File: src/rtl/alu_pkg.sv
// Shared ALU issue constants: ALUFun codes, MIPS opcodes/functs, decode bundles.
// Optional illegal-encoding reporting is enabled by ALU_ISSUE_ILLEGAL_EN.
package alu_pkg;

  localparam logic [1:0] CLS_ADD   = 2'b00;
  localparam logic [1:0] CLS_LOGIC = 2'b01;
  localparam logic [1:0] CLS_SHIFT = 2'b10;
  localparam logic [1:0] CLS_CMP   = 2'b11;

  localparam logic [5:0] FUN_ADD   = {CLS_ADD,   4'b0000};
  localparam logic [5:0] FUN_SUB   = {CLS_ADD,   4'b0001};
  localparam logic [5:0] FUN_AND   = {CLS_LOGIC, 4'b1000};
  localparam logic [5:0] FUN_OR    = {CLS_LOGIC, 4'b1110};
  localparam logic [5:0] FUN_XOR   = {CLS_LOGIC, 4'b0110};
  localparam logic [5:0] FUN_NOR   = {CLS_LOGIC, 4'b0001};
  localparam logic [5:0] FUN_PASSA = {CLS_LOGIC, 4'b1010};
  localparam logic [5:0] FUN_SLL   = {CLS_SHIFT, 4'b0000};
  localparam logic [5:0] FUN_SRL   = {CLS_SHIFT, 4'b0001};
  localparam logic [5:0] FUN_SRA   = {CLS_SHIFT, 4'b0011};
  localparam logic [5:0] FUN_EQ    = {CLS_CMP,   4'b0011};
  localparam logic [5:0] FUN_NE    = {CLS_CMP,   4'b0001};
  localparam logic [5:0] FUN_LT    = {CLS_CMP,   4'b0101};
  localparam logic [5:0] FUN_LEZ   = {CLS_CMP,   4'b1101};
  localparam logic [5:0] FUN_LTZ   = {CLS_CMP,   4'b1011};
  localparam logic [5:0] FUN_GTZ   = {CLS_CMP,   4'b1111};

  localparam logic [5:0] OP_RTYPE  = 6'h00;
  localparam logic [5:0] OP_REGIMM = 6'h01;
  localparam logic [5:0] OP_J      = 6'h02;
  localparam logic [5:0] OP_JAL    = 6'h03;
  localparam logic [5:0] OP_BEQ    = 6'h04;
  localparam logic [5:0] OP_BNE    = 6'h05;
  localparam logic [5:0] OP_BLEZ   = 6'h06;
  localparam logic [5:0] OP_BGTZ   = 6'h07;
  localparam logic [5:0] OP_ADDI   = 6'h08;
  localparam logic [5:0] OP_ADDIU  = 6'h09;
  localparam logic [5:0] OP_SLTI   = 6'h0A;
  localparam logic [5:0] OP_SLTIU  = 6'h0B;
  localparam logic [5:0] OP_ANDI   = 6'h0C;
  localparam logic [5:0] OP_ORI    = 6'h0D;
  localparam logic [5:0] OP_LUI    = 6'h0F;
  localparam logic [5:0] OP_LW     = 6'h23;
  localparam logic [5:0] OP_SW     = 6'h2B;

  localparam logic [5:0] F_SLL  = 6'h00;
  localparam logic [5:0] F_SRL  = 6'h02;
  localparam logic [5:0] F_SRA  = 6'h03;
  localparam logic [5:0] F_SLLV = 6'h04;
  localparam logic [5:0] F_SRLV = 6'h06;
  localparam logic [5:0] F_SRAV = 6'h07;
  localparam logic [5:0] F_JR   = 6'h08;
  localparam logic [5:0] F_JALR = 6'h09;
  localparam logic [5:0] F_ADD  = 6'h20;
  localparam logic [5:0] F_ADDU = 6'h21;
  localparam logic [5:0] F_SUB  = 6'h22;
  localparam logic [5:0] F_SUBU = 6'h23;
  localparam logic [5:0] F_AND  = 6'h24;
  localparam logic [5:0] F_OR   = 6'h25;
  localparam logic [5:0] F_XOR  = 6'h26;
  localparam logic [5:0] F_NOR  = 6'h27;
  localparam logic [5:0] F_SLT  = 6'h2A;
  localparam logic [5:0] F_SLTU = 6'h2B;

  typedef enum logic [1:0] {
    EXT_SIGN,
    EXT_ZERO,
    EXT_SHAMT,
    EXT_LUI
  } ext_sel_e;

  typedef enum logic [2:0] {
    A_ZERO,
    A_RS,
    A_EXT,
    A_PC4,
    A_SIXTEEN
  } a_sel_e;

  typedef enum logic [1:0] {
    B_ZERO,
    B_RT,
    B_EXT
  } b_sel_e;

  typedef struct packed {
    logic [5:0] fun;
    logic       sign;
    a_sel_e     a_sel;
    b_sel_e     b_sel;
    ext_sel_e   ext;
    logic [4:0] wr_addr;
    logic       reg_write;
    logic       mem_rd;
    logic       mem_wr;
    logic       illegal;
  } dec_t;

  typedef struct packed {
    logic [31:0] a;
    logic [31:0] b;
    logic [5:0]  fun;
    logic        sign;
    logic [4:0]  wr_addr;
    logic        reg_write;
    logic        mem_rd;
    logic        mem_wr;
  } id_ex_t;

  localparam dec_t DEC_BUBBLE = '{
    fun:       FUN_ADD,
    sign:      1'b1,
    a_sel:     A_ZERO,
    b_sel:     B_ZERO,
    ext:       EXT_SIGN,
    wr_addr:   5'd0,
    reg_write: 1'b0,
    mem_rd:    1'b0,
    mem_wr:    1'b0,
    illegal:   1'b0
  };

  // shamt lives in imm[10:6] of an R-type word
  function automatic logic [31:0] ext_imm(
    input ext_sel_e    sel,
    input logic [15:0] imm
  );
    logic [31:0] r;
    case (sel)
      EXT_SIGN:  r = {{16{imm[15]}}, imm};
      EXT_SHAMT: r = {27'd0, imm[10:6]};
      default:   r = {16'd0, imm};
    endcase
    return r;
  endfunction

endpackage

File: src/rtl/alu_fun_decode.sv
// Combinational MIPS decode: instr -> ALUFun, Sign, operand selects,
// destination, enables and an illegal-encoding flag.
module alu_fun_decode
  import alu_pkg::*;
(
  input  logic [31:0] instr,
  output dec_t        dec
);

  logic [5:0] op;
  logic [5:0] fn;
  logic [4:0] rt;
  logic [4:0] rd;
  logic       unused_rs;

  assign op        = instr[31:26];
  assign fn        = instr[5:0];
  assign rt        = instr[20:16];
  assign rd        = instr[15:11];
  assign unused_rs = ^instr[25:21];

  always_comb begin
    dec = DEC_BUBBLE;
    case (op)
      OP_RTYPE: begin
        dec.a_sel     = A_RS;
        dec.b_sel     = B_RT;
        dec.wr_addr   = rd;
        dec.reg_write = 1'b1;
        case (fn)
          F_ADD:  dec.fun = FUN_ADD;
          F_ADDU: begin
            dec.fun  = FUN_ADD;
            dec.sign = 1'b0;
          end
          F_SUB:  dec.fun = FUN_SUB;
          F_SUBU: begin
            dec.fun  = FUN_SUB;
            dec.sign = 1'b0;
          end
          F_AND:  dec.fun = FUN_AND;
          F_OR:   dec.fun = FUN_OR;
          F_XOR:  dec.fun = FUN_XOR;
          F_NOR:  dec.fun = FUN_NOR;
          F_SLT:  dec.fun = FUN_LT;
          F_SLTU: begin
            dec.fun  = FUN_LT;
            dec.sign = 1'b0;
          end
          F_SLL, F_SRL, F_SRA: begin
            dec.a_sel = A_EXT;
            dec.ext   = EXT_SHAMT;
            dec.fun   = (fn == F_SLL) ? FUN_SLL :
                        (fn == F_SRL) ? FUN_SRL : FUN_SRA;
          end
          F_SLLV: dec.fun = FUN_SLL;
          F_SRLV: dec.fun = FUN_SRL;
          F_SRAV: dec.fun = FUN_SRA;
          F_JR: begin
            dec.fun       = FUN_PASSA;
            dec.wr_addr   = 5'd0;
            dec.reg_write = 1'b0;
          end
          F_JALR: begin
            dec.fun   = FUN_PASSA;
            dec.a_sel = A_PC4;
            dec.b_sel = B_ZERO;
          end
          default: begin
            dec         = DEC_BUBBLE;
            dec.illegal = 1'b1;
          end
        endcase
      end
      OP_J: begin
        dec.fun   = FUN_PASSA;
        dec.a_sel = A_PC4;
      end
      OP_JAL: begin
        dec.fun       = FUN_PASSA;
        dec.a_sel     = A_PC4;
        dec.wr_addr   = 5'd31;
        dec.reg_write = 1'b1;
      end
      OP_ADDI, OP_ADDIU, OP_SLTI, OP_SLTIU: begin
        dec.a_sel     = A_RS;
        dec.b_sel     = B_EXT;
        dec.ext       = EXT_SIGN;
        dec.wr_addr   = rt;
        dec.reg_write = 1'b1;
        dec.fun       = (op == OP_ADDI || op == OP_ADDIU) ?
                        FUN_ADD : FUN_LT;
        dec.sign      = (op == OP_ADDI || op == OP_SLTI);
      end
      OP_ANDI, OP_ORI: begin
        dec.a_sel     = A_RS;
        dec.b_sel     = B_EXT;
        dec.ext       = EXT_ZERO;
        dec.wr_addr   = rt;
        dec.reg_write = 1'b1;
        dec.fun       = (op == OP_ANDI) ? FUN_AND : FUN_OR;
      end
      OP_LUI: begin
        dec.a_sel     = A_SIXTEEN;
        dec.b_sel     = B_EXT;
        dec.ext       = EXT_LUI;
        dec.fun       = FUN_SLL;
        dec.wr_addr   = rt;
        dec.reg_write = 1'b1;
      end
      OP_LW: begin
        dec.a_sel     = A_RS;
        dec.b_sel     = B_EXT;
        dec.wr_addr   = rt;
        dec.reg_write = 1'b1;
        dec.mem_rd    = 1'b1;
      end
      OP_SW: begin
        dec.a_sel  = A_RS;
        dec.b_sel  = B_EXT;
        dec.mem_wr = 1'b1;
      end
      OP_BEQ, OP_BNE: begin
        dec.a_sel = A_RS;
        dec.b_sel = B_RT;
        dec.fun   = (op == OP_BEQ) ? FUN_EQ : FUN_NE;
      end
      OP_BLEZ, OP_BGTZ: begin
        dec.a_sel = A_RS;
        dec.fun   = (op == OP_BLEZ) ? FUN_LEZ : FUN_GTZ;
      end
      OP_REGIMM: begin
        if (rt == 5'd0) begin
          dec.a_sel = A_RS;
          dec.fun   = FUN_LTZ;
        end else begin
          dec.illegal = 1'b1;
        end
      end
      default: dec.illegal = 1'b1;
    endcase
    if (dec.wr_addr == 5'd0) dec.reg_write = 1'b0;
  end

endmodule

File: src/rtl/alu_issue.sv
// ID/EX issue stage: decode, operand muxes and a single valid/ready slot.
// Define ALU_ISSUE_ILLEGAL_EN to expose the registered illegal flag.
module alu_issue
  import alu_pkg::*;
(
  input  logic        clk,
  input  logic        reset,
  input  logic        in_valid,
  output logic        in_ready,
  input  logic [31:0] instr,
  input  logic [31:0] rs_data,
  input  logic [31:0] rt_data,
  input  logic [31:0] pc_plus4,
  input  logic        flush,
  output logic        out_valid,
  input  logic        out_ready,
  output logic [31:0] DataA,
  output logic [31:0] DataB,
  output logic [5:0]  ALUFun,
  output logic        Sign,
  output logic [4:0]  wr_addr,
  output logic        reg_write,
  output logic        mem_rd,
  output logic        mem_wr
`ifdef ALU_ISSUE_ILLEGAL_EN
  ,
  output logic        illegal
`endif
);

  dec_t        dec;
  id_ex_t      ex_d;
  id_ex_t      ex_q;
  logic        valid_d;
  logic        valid_q;
  logic        load;
  logic [31:0] ext_val;
  logic [31:0] a_mux;
  logic [31:0] b_mux;

  alu_fun_decode u_dec (
    .instr (instr),
    .dec   (dec)
  );

  always_comb begin
    ext_val = ext_imm(dec.ext, instr[15:0]);
    case (dec.a_sel)
      A_RS:      a_mux = rs_data;
      A_EXT:     a_mux = ext_val;
      A_PC4:     a_mux = pc_plus4;
      A_SIXTEEN: a_mux = 32'd16;
      default:   a_mux = 32'd0;
    endcase
    case (dec.b_sel)
      B_RT:    b_mux = rt_data;
      B_EXT:   b_mux = ext_val;
      default: b_mux = 32'd0;
    endcase
  end

  assign in_ready = ~valid_q | out_ready;
  assign load     = in_valid & in_ready & ~flush;

  // flush keeps the stale payload but kills its side effects
  always_comb begin
    valid_d = valid_q;
    ex_d    = ex_q;
    if (flush) begin
      valid_d        = 1'b0;
      ex_d.reg_write = 1'b0;
      ex_d.mem_rd    = 1'b0;
      ex_d.mem_wr    = 1'b0;
    end else if (load) begin
      valid_d        = 1'b1;
      ex_d.a         = a_mux;
      ex_d.b         = b_mux;
      ex_d.fun       = dec.fun;
      ex_d.sign      = dec.sign;
      ex_d.wr_addr   = dec.wr_addr;
      ex_d.reg_write = dec.reg_write;
      ex_d.mem_rd    = dec.mem_rd;
      ex_d.mem_wr    = dec.mem_wr;
    end else if (out_ready) begin
      valid_d = 1'b0;
    end
  end

  always_ff @(posedge clk or negedge reset) begin
    if (!reset) begin
      valid_q <= 1'b0;
      ex_q    <= '0;
    end else begin
      valid_q <= valid_d;
      ex_q    <= ex_d;
    end
  end

`ifdef ALU_ISSUE_ILLEGAL_EN
  logic ill_d;
  logic ill_q;

  always_comb begin
    ill_d = ill_q;
    if (!flush && load) ill_d = dec.illegal;
  end

  always_ff @(posedge clk or negedge reset) begin
    if (!reset) ill_q <= 1'b0;
    else        ill_q <= ill_d;
  end

  assign illegal = ill_q;
`else
  logic unused_ill;
  assign unused_ill = dec.illegal;
`endif

  assign out_valid = valid_q;
  assign DataA     = ex_q.a;
  assign DataB     = ex_q.b;
  assign ALUFun    = ex_q.fun;
  assign Sign      = ex_q.sign;
  assign wr_addr   = ex_q.wr_addr;
  assign reg_write = ex_q.reg_write;
  assign mem_rd    = ex_q.mem_rd;
  assign mem_wr    = ex_q.mem_wr;

endmodule
File: config.mk
export PLATFORM = sky130hd
export DESIGN_NAME = alu_issue
export DESIGN_NICKNAME = d
export VERILOG_FILES = /design/src/rtl/alu_pkg.sv /design/src/rtl/alu_fun_decode.sv /design/src/rtl/alu_issue.sv
export SDC_FILE = /design/constraint.sdc
export NUM_CORES = 1
export LEC_CHECK = 0
export BUFFER_PORTS_ARGS = -buffer_cell sky130_fd_sc_hd__buf_4
export CAP_MARGIN = 20
export CORE_UTILIZATION = 39
export CTS_CLUSTER_SIZE = 8
export DETAILED_ROUTE_END_ITERATION = 10
export PLACE_DENSITY = 0.7
export SYNTH_ARGS = -nofsm -noshare
export SYNTH_HDL_FRONTEND = slang
export SYNTH_HIERARCHICAL = 1
export SYNTH_SLANG_ARGS = --single-unit
File: constraint.sdc
create_clock -name clk -period 4.7 [get_ports clk]
set_input_delay 0.705 -clock clk [delete_from_list [all_inputs] [get_ports clk]]
set_output_delay 0.705 -clock clk [all_outputs]
set_load 0.05 [all_outputs]
# Yosys cells after proc, flatten, opt, wreduce, memory -nomap -nowiden
# Index checks and enable logic that the tools add are counted.
[totals]
elab_cells = 111
input_bits = 133
regBits = 80
out_inout_bits = 81
[op_classes]
eq_ne = 40
bitwise = 5
reduce_logical = 26
mux = 31
[ops]
columns = ["operator", "count"]
rows = [
  ["$pmux W32 S2", 2],
  ["$pmux W32 S4", 1],
  ["$eq A6 B6 Y1 const B", 12],
  ["$pmux W6 S11", 1],
  ["$eq A6 B4 Y1 const B", 9],
  ["$pmux W6 S8", 1],
  ["$eq A6 B3 Y1 const B", 7],
  ["$reduce_or A17 Y1", 2],
  ["$eq A6 B2 Y1 const B", 4],
  ["$mux W6", 4],
  ["$pmux W2 S3", 3],
  ["$pmux W6 S3", 1],
  ["$pmux W3 S5", 1],
  ["$reduce_or A14 Y1", 1],
  ["$reduce_or A2 Y1", 7],
  ["$logic_not A6 Y1", 2],
  ["$reduce_or A12 Y1", 1],
  ["$logic_not A5 Y1", 2],
  ["$mux W3", 3],
  ["$reduce_or A9 Y1", 1],
  ["$mux W2", 4],
  ["$reduce_or A8 Y1", 1],
  ["$mux W1", 7],
  ["$eq A3 B2 Y1 const B", 2],
  ["other kinds (16)", 23],
]

# Logic depth before layout (Yosys ltp)
[logic_depth]
ltp_word = 8
ltp_mapped = 12

# Modules after synthesis
# Netlist, hierarchy kept.
[modules_own_cells]
columns = ["mod", "area_each_um2", "n_inst", "cells_each"]
rows = [
  ["alu_issue", 3833.7, 1, 408],
  ["alu_fun_decode", 905.9, 1, 142],
]

# Worst setup path before layout
# OpenSTA, ideal clock, no wires.
[synth_timing]
path_kind = "input to register"
startpoint = "in instr[3]"
endpoint = "reg ex_q (netlist bit DataA[27])"
n_path_buf = 3
setup_ns = 0.067
t_arrival_ns = 2.942
setup_slack_ns = 1.691
required_ns = 4.633
path_stages = 11
cell_sequence = "buf_2 > nor2b_2 > o311ai_1 > o21ai_1 > a22o_1 > or3b_1 > buf_2 > or4b_4 > buf_6 > o21ai_0 > a22o_1"
[synth_lines]
columns = ["element", "line_no", "text"]
rows = [
  ["from (decl)", "alu_issue.sv:10", "input logic [31:0] instr,"],
  ["to (signal assigned)", "alu_issue.sv:92", "ex_q <= '0;"],
  ["to (signal assigned)", "alu_issue.sv:95", "ex_q <= ex_d;"],
  ["to (decl)", "alu_issue.sv:33", "id_ex_t ex_q;"],
]

==> run_results.csv <==
group,metric,value,unit
floorplanning,row_count,39,
timing,finalCriticalPeriod,2.978,ns
clocking,clk_pin_slew,0.06,ns
min_path,min_path_type,"input pin to asynchronous set/reset pin",
power,internal_power,1255,µW
drt,drt_iter0_drc,360,
power,p_sw_share,30.85,%
timing,timing.final.crit_share,63.37,%
worst_setup_path,reg2reg_depth,6,
worst_setup_path,cp_max_fo,14,
worst_setup_path,crit_required,4.87,ns
drt,viasPerCell,5.602,
final_layout,nFillCells,1069,
placement,gp_congestion,0.8647,
timing,fin_tns_setup,0,ns
global_route,grt_use_met3,4.355,%
clocking,cts_setup_buffers,0,
status,status,"finished with violations",
timing,fin_skew,0.004999,ns
global_route,use_met2,43.56,%
power,pwr-share-comb,23.6,%
floorplanning,start_util,40.69,%
global_route,grt-busiest-layer,"met2",
clocking,clock_sinks,80,
yosys,synth.avg_cell_area,8.634,µm²
clocking,clock_latency,0.33,ns
final_layout,multi_input_area,2479,µm²
global_route,antenna_found_initial,0,
clocking,clockBufferDepth,2,
floorplanning,core_area,11560,µm²
floorplanning,io_pins,214,
clocking,cts_buffers,9,
floorplanning,die_h,111.8,µm
timing,relSlewSlack,41.91,%
drt,firstDrtPassIters,8,
worst_setup_path,critical_path_arrival,3.15,ns
worst_setup_path,r2r-start,"out_valid",
power,switching_power,559.7,µW
global_route,overflow,0,
worst_setup_path,worstPathCellList,"buf_4 > and2b_1 > or4_1 > o21ai_1 > nor2b_1 > nor2_1 > a22oi_1 > o21ai_0",
drt,routedWlPerCell,17.71,µm
power,peakVddDrop,0.0001396,V
power,seq_power_share,40.4,%
power,p_total,1814,µW
timing,setup_violations,0,
final_layout,final_nets,862,
yosys,synth_warnings,6,
final_layout,antennaDiodeCount,0,
worst_setup_path,cp-end-kind,"flop",
clocking,cts_tree,"yes",
status,violations,"design-rule violations",
global_route,grt_pass1_vias,4836,
yosys,synthCells,545,
drt,ant_nets,0,
placement,dp_hpwl,11350,µm
worst_setup_path,crit_type,"input pin to flop",
power,p_per_area,273.3,nW/µm²
clocking,cts_hold_buf,0,
worst_setup_path,max_stage_delay,0.58,ns
global_route,met1_usage,32.02,%
final_layout,area_growth,41.05,%
timing,final_hold_viol_count,0,
yosys,syn_area,4706,µm²
worst_setup_path,startpoint_type,"input pin",
job,cap_violations,0,
placement,portBuffers,208,
timing,drv_slew,0,
power,pwr-share-clk,36.0,%
drt,vias,4902,
worst_setup_path,reg2reg_to,"DataA[13]",
worst_setup_path,slowest_stage,"nor2b_1",
yosys,synth_nets,680,
worst_setup_path,r2r_slack,2.21,ns
timing,max_freq,0.3357,GHz
drt,drcViolationCount,14,
clocking,cts_resized,0,
floorplanning,die_area,12510,µm²
final_layout,regArea,2002,µm²
floorplanning,dieWidth,111.8,µm
final_layout,drive_above_1_share,33.61,%
drt,drt-total-wl,15500,µm
global_route,groute.usage.overall,25.30,%
timing,worst_pin_slew,0.8681,ns
global_route,grt_first_pass_wirelength,24760,µm
power,power_leakage,0.003115,µW
clocking,cts.htree.levels,3,
clocking,root_buffer,"clkbuf_16",
global_route,grt_max_degree,81,
timing,rsz0062_at_grt,"false",
state kept, by name, indices dropped and copies added, names as in the netlist, 5 cells and up:
name     flops
ALUFun       6
DataA       32
DataB       32
wr_addr      5
through the flow:
step / util [%] / cell area [µm²] / hold slack, ns / setup slack [ns] / std cells
after floorplan: - / 4706 / 0.4094 / 1.691 / 545
after global placement: 54.31 / 6281 / 0.4625 / 1.407 / 855
after detailed placement: 54.68 / 6324 / 0.4635 / 1.382 / 857
after CTS: 57.06 / 6599 / 0.4860 / 1.659 / 873
after global routing: 57.39 / 6638 / 0.3268 / 1.521 / 875
final: 57.39 / 6638 / 0.3013 / 1.722 / 875
power groups by stage:
stage	sequential, µW	combinational, µW	clock [µW]
floorplan	843	135	0
global placement	744	417	0
detailed placement	745	426	0
CTS	733	427	665
global route	736	459	700
finish	733	428	653
cell type report:
type,instances,area share (%)
Clock buffer,11,3.657
Clock inverter,5,0.4901
Inverter,8,0.4524
Multi-Input combinational cell,412,37.34
Sequential cell,80,30.16
Tap cell,143,2.696
Timing Repair Buffer,216,25.20
worst max path at each step:
stage               slack (ns)  cells past startpoint        end       from
CTS                       1.66                      9  DataA[28]  instr[16]
floorplan                 1.69                     11  DataA[27]   instr[3]
global placement          1.41                      9   DataA[6]   instr[3]
global route              1.52                      8  DataB[13]   instr[1]
finish                    1.72                      8   DataB[9]   instr[1]
detailed placement        1.38                      9  DataA[28]  instr[16]
cell usage in the layout (no fill, tap or decap), types with 8 or more instances in the layout:
master and n:
a21oi_1 41, a22o_1 24, a22oi_1 12, buf_4 212
clkbuf_16 9, dfrtp_1 80, inv_1 8, mux2i_1 38
nand2_1 97, nand2b_1 10, nand3_1 11, nor2_1 34
o21ai_0 60, o21ai_1 10
worst max-delay path: cells and delay by family:
| kind | cells | cell delay, ns |
|---|---|---|
| simple gates | 4 | 1.66 |
| compound gates | 3 | 0.62 |
| buf+inv | 1 | 0.17 |
layer usage:
layer | vias to the layer above | share of wire (%)
met5 | - | 0
met4 | 0 | 2.3
met3 | 30 | 6.1
met2 | 201 | 51
met1 | 2358 | 41
li1 | 2313 | -
Note: power is estimated with default switching activity, not from simulation.
